**src/rtl/hwag_wheel_gen.sv**
```systemverilog
// Crank trigger-wheel generator: TOOTH_NUM-GAP_NUM tooth pattern with programmable pitch and
// high time, plus tooth index, once-per-revolution strobe and busy flag.
//   state | meaning
//   IDLE  | output inactive, waiting for ena
//   RUN   | emitting teeth
//   STOP  | ena dropped; finishing the current tooth before returning to IDLE
module hwag_wheel_gen #(
  parameter int TOOTH_NUM = 60,
  parameter int GAP_NUM   = 2,
  parameter int PERIOD_W  = 16,
  parameter int IDX_W     = $clog2(TOOTH_NUM)
) (
  input  logic                clk,
  input  logic                rst,
  input  logic                ena,
  input  logic [PERIOD_W-1:0] period,
  input  logic [PERIOD_W-1:0] high_len,
  input  logic                pol,
  output logic                tooth_out,
  output logic [IDX_W-1:0]    tooth_idx,
  output logic                rev_strobe,
  output logic                busy
);

  typedef enum logic [1:0] {IDLE, RUN, STOP} state_t;

  localparam logic [IDX_W-1:0]    IDX_LAST = IDX_W'(TOOTH_NUM - 1);
  localparam logic [IDX_W-1:0]    IDX_GAP  = IDX_W'(TOOTH_NUM - GAP_NUM);
  localparam logic [PERIOD_W-1:0] P_MIN    = PERIOD_W'(2);
  localparam logic [PERIOD_W-1:0] ONE      = PERIOD_W'(1);

  state_t                state_q, state_d;
  logic [PERIOD_W-1:0]   tick_q, tick_d;
  logic [PERIOD_W-1:0]   p_q, p_d, h_q, h_d;
  logic [PERIOD_W-1:0]   p_san, h_san;
  logic [IDX_W-1:0]      idx_q, idx_d;
  logic                  raw_q, raw_d;
  logic                  rev_q, rev_d;
  logic                  pend_q, pend_d;

  // Clamp so every tooth has at least one high and one low tick.
  always_comb begin
    p_san = (period < P_MIN) ? P_MIN : period;
    if (high_len == '0)
      h_san = ONE;
    else if (high_len > p_san - ONE)
      h_san = p_san - ONE;
    else
      h_san = high_len;
  end

  always_comb begin
    state_d = state_q;
    tick_d  = tick_q;
    idx_d   = idx_q;
    p_d     = p_q;
    h_d     = h_q;
    pend_d  = pend_q;
    raw_d   = 1'b0;
    rev_d   = 1'b0;
    case (state_q)
      IDLE: begin
        if (ena) begin
          state_d = RUN;
          p_d     = p_san;
          h_d     = h_san;
          tick_d  = '0;
          idx_d   = '0;
          pend_d  = 1'b1;
        end
      end
      default: begin
        state_d = ena ? RUN : STOP;
        // pend_q marks the one-clock start latency before tooth 0 begins
        if (pend_q) begin
          pend_d = 1'b0;
          tick_d = '0;
          idx_d  = '0;
        end else if (tick_q == p_q - ONE) begin
          tick_d = '0;
          if (!ena) begin
            state_d = IDLE;
            idx_d   = '0;
          end else begin
            idx_d = (idx_q == IDX_LAST) ? '0 : idx_q + IDX_W'(1);
            p_d   = p_san;
            h_d   = h_san;
          end
        end else begin
          tick_d = tick_q + ONE;
        end
        if (state_d != IDLE) begin
          raw_d = (tick_d < h_d) && (idx_d < IDX_GAP);
          rev_d = (tick_d == '0) && (idx_d == '0);
        end
      end
    endcase
  end

  always_ff @(posedge clk or posedge rst) begin
    if (rst) begin
      state_q <= IDLE;
      tick_q  <= '0;
      idx_q   <= '0;
      p_q     <= P_MIN;
      h_q     <= ONE;
      raw_q   <= 1'b0;
      rev_q   <= 1'b0;
      pend_q  <= 1'b0;
    end else begin
      state_q <= state_d;
      tick_q  <= tick_d;
      idx_q   <= idx_d;
      p_q     <= p_d;
      h_q     <= h_d;
      raw_q   <= raw_d;
      rev_q   <= rev_d;
      pend_q  <= pend_d;
    end
  end

  assign tooth_out  = raw_q ^ pol;
  assign tooth_idx  = idx_q;
  assign rev_strobe = rev_q;
  assign busy       = (state_q != IDLE);

endmodule

```
**config.mk**
```make
export PLATFORM = sky130hd
export DESIGN_NAME = hwag_wheel_gen
export DESIGN_NICKNAME = d
export VERILOG_FILES = /design/src/rtl/hwag_wheel_gen.sv
export SDC_FILE = /design/constraint.sdc
export NUM_CORES = 1
export LEC_CHECK = 0
export ABC_AREA = 1
export ABC_CLOCK_PERIOD_IN_PS = 3700
export CAP_MARGIN = 20
export CELL_PAD_IN_SITES_DETAIL_PLACEMENT = 0
export CELL_PAD_IN_SITES_GLOBAL_PLACEMENT = 1
export CORE_MARGIN = 4
export CORE_UTILIZATION = 39
export DETAILED_ROUTE_END_ITERATION = 12
export HOLD_SLACK_MARGIN = 0.06
export PLACE_DENSITY = 0.8
export SKIP_LAST_GASP = 1
export SYNTH_ARGS = -nofsm -noshare
export SYNTH_HDL_FRONTEND = slang
export SYNTH_SLANG_ARGS = --single-unit
```
**constraint.sdc**
```tcl
create_clock -name clk -period 3.7 [get_ports clk]
set_clock_uncertainty 0.15 [all_clocks]
set_input_delay 0.555 -clock clk [delete_from_list [all_inputs] [get_ports clk]]
set_output_delay 0.555 -clock clk [all_outputs]
set_load 0.01 [all_outputs]
```
After elaboration in Yosys (flattened, before gate mapping)
Index checks and enable logic that the tools add are counted.
- register bits after elaboration: 59
- input bits: 36
- equality and inequality tests: 4
- reduce and logical (&&, ||, !) cells: 10
- order comparisons: 4
- muxes and demuxes: 37
- bitwise logic cells: 1
- add/sub/neg operators: 4
- operators with widths (kind ; count):
    2-to-1 mux 16 bit ; 17
    2-to-1 mux 6 bit ; 7
    zero test 16 bit ; 2
    subtractor 16 x 1 -> 16 bit, second input constant ; 2
    adder 16 x 1 -> 16 bit, second input constant ; 1
    equality test 16 bit ; 1
    greater-than comparator 16 bit ; 1
    less-than comparator 16 bit ; 1
    less-than comparator 16 x 2 -> 1 bit, second input constant ; 1
    2-to-1 mux 2 bit ; 7
    adder 6 x 1 -> 6 bit, second input constant ; 1
    equality test 6 bit, second input constant ; 1
    zero test 6 bit ; 1
    less-than comparator 6 bit, second input constant ; 1
    2-to-1 mux 1 bit ; 6
    nonzero test 2 bit ; 3
    logical AND 1 bit ; 2
    zero test 2 bit ; 1
    inequality test 2 x 1 -> 1 bit, second input constant ; 1
    inequality test 2 bit, second input constant ; 1
    AND reduction 2 bit ; 1
    XOR 1 bit ; 1

Depth between registers and ports, before layout
- word-level depth: 14
- mapped depth: 39

Worst setup path before layout
OpenSTA, ideal clock, no wires.
- path kind: input to register
- from: in period[5]
- to: reg raw_q
- setup time: 0.077 ns
- buffers on the path: 1
- path slack: -1.482 ns
- arrival time: 4.955 ns
- cell stages on the path: 35
- cell sequence: inv_1 -> nand2_1 -> nor2_1 -> nand4_1 -> nand2_1 -> ha_1 -> nand2_1 -> nor2_1 -> inv_1 -> nor3_1 -> nand2_1 -> nor2_1 -> nand3_1 -> and2_1 -> ha_1 -> nand4_1 -> nor2_1 -> nand4_1 -> nand2_1 -> clkinv_1 -> clkbuf_1 -> a211oi_1 -> inv_1 -> o211ai_1 -> o21ai_0 -> ha_1 -> nand2_1 -> nor2_1 -> a211oi_1 -> o22ai_1 -> a2111oi_0 -> nand2_1 -> inv_1 -> nand2_1 -> a21oi_1
- longest elaborated chain between the ends: 14
- RTL lines (what ; RTL line ; text):
    from (decl) ; 16 ; input logic [PERIOD_W-1:0] period,
    less-than comparator 16 x 2 -> 1 bit ; 43 ; p_san = (period < P_MIN) ? P_MIN : period;
    2-to-1 mux 16 bit * ; 43 ;
    subtractor 16 x 1 -> 16 bit * ; 46, 47 ;
    greater-than comparator 16 bit ; 46 ; else if (high_len > p_san - ONE)
    2-to-1 mux 16 bit * ; 46 ;
    2-to-1 mux 16 bit * ; 44 ; if (high_len == '0)
    2-to-1 mux 16 bit * ; - ;
    2-to-1 mux 16 bit * ; 79 ; end else if (tick_q == p_q - ONE) begin
    2-to-1 mux 16 bit * ; 75 ; if (pend_q) begin
    2-to-1 mux 16 bit * ; 61 ; case (state_q)
    less-than comparator 16 bit * ; 93 ; raw_d = (tick_d < h_d) && (idx_d < IDX_GAP);
    logical AND 1 bit * ; 93 ;
    2-to-1 mux 1 bit * ; 92 ; if (state_d != IDLE) begin
    2-to-1 mux 1 bit * ; 61 ;
    net raw_d ; 37 ; logic raw_q, raw_d;
    to (signal assigned) ; 116 ; raw_q <= raw_d;
    to (decl) ; 37 ;
The timed path passes the listed nets; every way through them passes the cells marked *. The select of a mux whose other input is x is not followed.
A chain may end at the register's enable or synchronous reset.

Worst setup path after layout
- from: in period[15]
- to: reg raw_q
The elaborated chain is that of the path after synthesis.

==> flow_metrics.tcl <==
set metrics [dict create \
    cp_max_fo 5 \
    dp.cells 1089 \
    cp_data_required_time_ps 3820 \
    r2r_start "p_q[1]" \
    max_stage_delay_ps 330 \
    synth_cells 778 \
    fillCellCount 1177 \
    die_area_um2 15500 \
    die_h_um 125 \
    cts_max_level 3 \
    drc 0 \
    clkTransAtPathRegs_ps 50 \
    cp.depth 35 \
    yosysTopAreaCellShare_pct 26.9 \
    io_pins 45 \
    cts_root_buffer "clkbuf_16" \
    syn_to_final_growth_pct 48.7 \
    hold_viol 0 \
    final_cells 1173 \
    crit_buf_inv 5 \
    synth_enable_flop_cells 0 \
    synth.area.top_cells "dfrtp_1 27%, nand2_1 14%, ha_1 8.3%, inv_1 7.8%, nor2_1 5.2%" \
    synth-seq-cells 59 \
    vias 6208 \
    worstPathArrival_ps 5220 \
    chipWidth_um 125 \
    avgSynthCellArea_um2 6.81 \
    cts_tree "yes" \
    yosys.area.top_type "dfrtp_1" \
    gp_congestion 0.938 \
    cellPowerDensity_nw_per_um2 354 \
    max-vdd-ir-drop_uv 195 \
    status "finished, violations left" \
    synthesis.area_um2 5300 \
    finalWirelength_um 18800 \
    postLayoutCoreUtil_pct 59.3 \
    holdWs_ps 314 \
    fin_nets 1063 \
    setup_viol 15 \
    cts_num_sinks 59 \
    diodes 0 \
    crit_start "period[15]" \
    tightest_slew_ps 869 \
    cts_hold_buf 0 \
    routed_via_density 5.29 \
    yosysUniqueCellTypes 49 \
    finalCritPeriodShare_pct 138 \
    min_period_ps 5090 \
    rows 42 \
    pre_cts_ws_ps -2150 \
    p_leak_nw 3.95 \
    grt_start_max_net_pins 50 \
    drt-pass1-iter-count 5 \
    io_buffers 44 \
    synth_flop_cell "dfrtp_1" \
    synth_seq_area_share_pct 27.9 \
    rr_worst_depth 22 \
    routedWlPerCell_um 16.0 \
    setup_ws_ps -1390 \
    antenna_found_initial 0 \
    hpwlAfterDp_um 13800 \
    yosysWarningCount 0 \
    crit_path_start_kind "input port" \
    reg2reg_to "raw_q" \
    overflow 0 \
    initial_core_util_pct 39.9 \
    yosys-top-cells-count "199 x nand2_1, 110 x inv_1, 74 x nor2_1" \
    cts_buffers 9 \
    grt_pass1_vias 6300 \
    rsz0062_at_grt "true" \
    cp-endpoint "raw_q" \
    grt_pass1_wl_um 30700 \
    max_slew_margin_pct 42.0 \
    synth_most_common_cell "nand2_1" \
    clock_latency_ps 340 \
    final-max-slew-violation-count 0 \
    layout-drive-gt1-share_pct 30.7 \
    cts_buffer_depth 2 \
    synth_nets 849 \
    fmax_mhz 196 \
    core_area_um2 13300 \
    cpLargestDelayFamily "simple AND/OR/NAND/NOR gates" \
    cap_viol_max_count 0 \
    path_class "input port to register" \
    r2r_slack_ps -180 \
    critPathSlowestCell "a2111oi_2" \
    hold_path_class "input port to async pin" \
    violations "negative setup slack" \
    async_flop_share_pct 100 \
    antenna_left 0 \
    grt_usage_pct 24.4 \
    drtIter0Drc 480 \
    setup.worst_path.end_class "register" \
]
-- report_power, final --
part	internal (W)	switching, W
registers	0.000737	0.0000958
clock network	0.000537	0.000292
logic	0.000514	0.000614
-- sequential cells by signal, indices dropped and copies added (netlist names) --
register / count
h_q: 16
p_q: 16
pend_q: 1
raw_q: 1
rev_strobe: 1
state_q: 2
tick_q: 16
tooth_idx: 6
-- worst min path at each step --
stage | startpoint | cells after the start | end
2_1_floorplan | h_q[13] | 2 | h_q[13]
3_3_place_gp | h_q[14] | 2 | h_q[14]
3_5_place_dp | h_q[4] | 2 | h_q[4]
5_1_grt | rst | 2 | h_q[6]
4_1_cts | period[10] | 4 | p_q[10]
6_report | rst | 2 | h_q[6]
-- final cells by class --
| cell class | count | area [µm²] | area share [%] |
|---|---|---|---|
| clock inverter | 3 | 40.0 | 0.508 |
| timing repair buffer | 221 | 1810 | 23.0 |
| sequential | 59 | 1480 | 18.8 |
| clock buffer | 13 | 250 | 3.17 |
| inverter | 117 | 447 | 5.67 |
| tap | 176 | 220 | 2.79 |
| timing repair inverter | 1 | 3.75 | 0.0476 |
| multi-input combinational | 583 | 3630 | 46.0 |
-- cells by family (layout without fill, tap and decap cells) --
logic type / count (synthesis) / in the layout / synth area share [%]
simple gates: 383 / 383 / 32.9
buf+inv: 136 / 355 / 10.1
compound gates: 127 / 127 / 14.6
flops: 59 / 59 / 27.9
xor+xnor: 38 / 38 / 6.28
fa+ha+maj: 35 / 35 / 8.26
-- stage by stage --
stage               power (W)  instance area, µm²  TNS (ps)
floorplan             0.00144                5390     -1170
global placement      0.00178                6760    -12120
detailed placement    0.00181                6760    -14620
CTS                   0.00273                7650     -4180
global route          0.00298                7880     -8980
finish                0.00279                7880     -5100
-- per-layer routing --
metal	GRT usage, %	share of wire, %	vias to the layer above
li1	-	-	3000
met1	29.3	42	2964
met2	42.5	50	196
met3	4.25	4.1	48
met4	10.7	3.8	0
met5	0	0	-
-- timing repair --
| item | CTS | global route |
|---|---|---|
| pin swaps | 36 | 50 |
| setup endpoints to repair | 17 | 18 |
| cloned | 1 | 0 |
| resized for setup | 82 | 81 |
| buffers inserted | 80 | 10 |
-- worst register-to-register path, cell delays in order (launching register included) --
cell and delay, ps:
dfstp_2 520, inv_1 50, ha_1 250, nand3_1 180
inv_2 70, nand2_1 80, nand2_1 50, nand2_1 120
nand2_1 70, nor4_1 200, nand4_1 130, nor2_1 180
nand4_1 240, o21ai_0 230, o21a_1 150, ha_1 230
a21oi_1 170, o22ai_2 100, a2111oi_2 330, nand2_1 90
inv_1 60, nand2_1 60, a21oi_2 90
-- cell usage in the layout, fill, tap and decap left out, drive strengths merged, types with 13 or more instances in the layout --
cell type / Yosys / routed
nand2: 206 / 206
buf: 7 / 189
inv: 114 / 114
nor2: 85 / 85
dfrtp: 57 / 57
o21ai: 48 / 48
nand3: 40 / 40
ha: 35 / 35
clkdlybuf4s50: 0 / 29
o22ai: 28 / 28
xor2: 26 / 26
nand4: 23 / 23
clkbuf: 12 / 15
a21oi: 13 / 13
No activity file was read; power rests on OpenSTA's default activity.
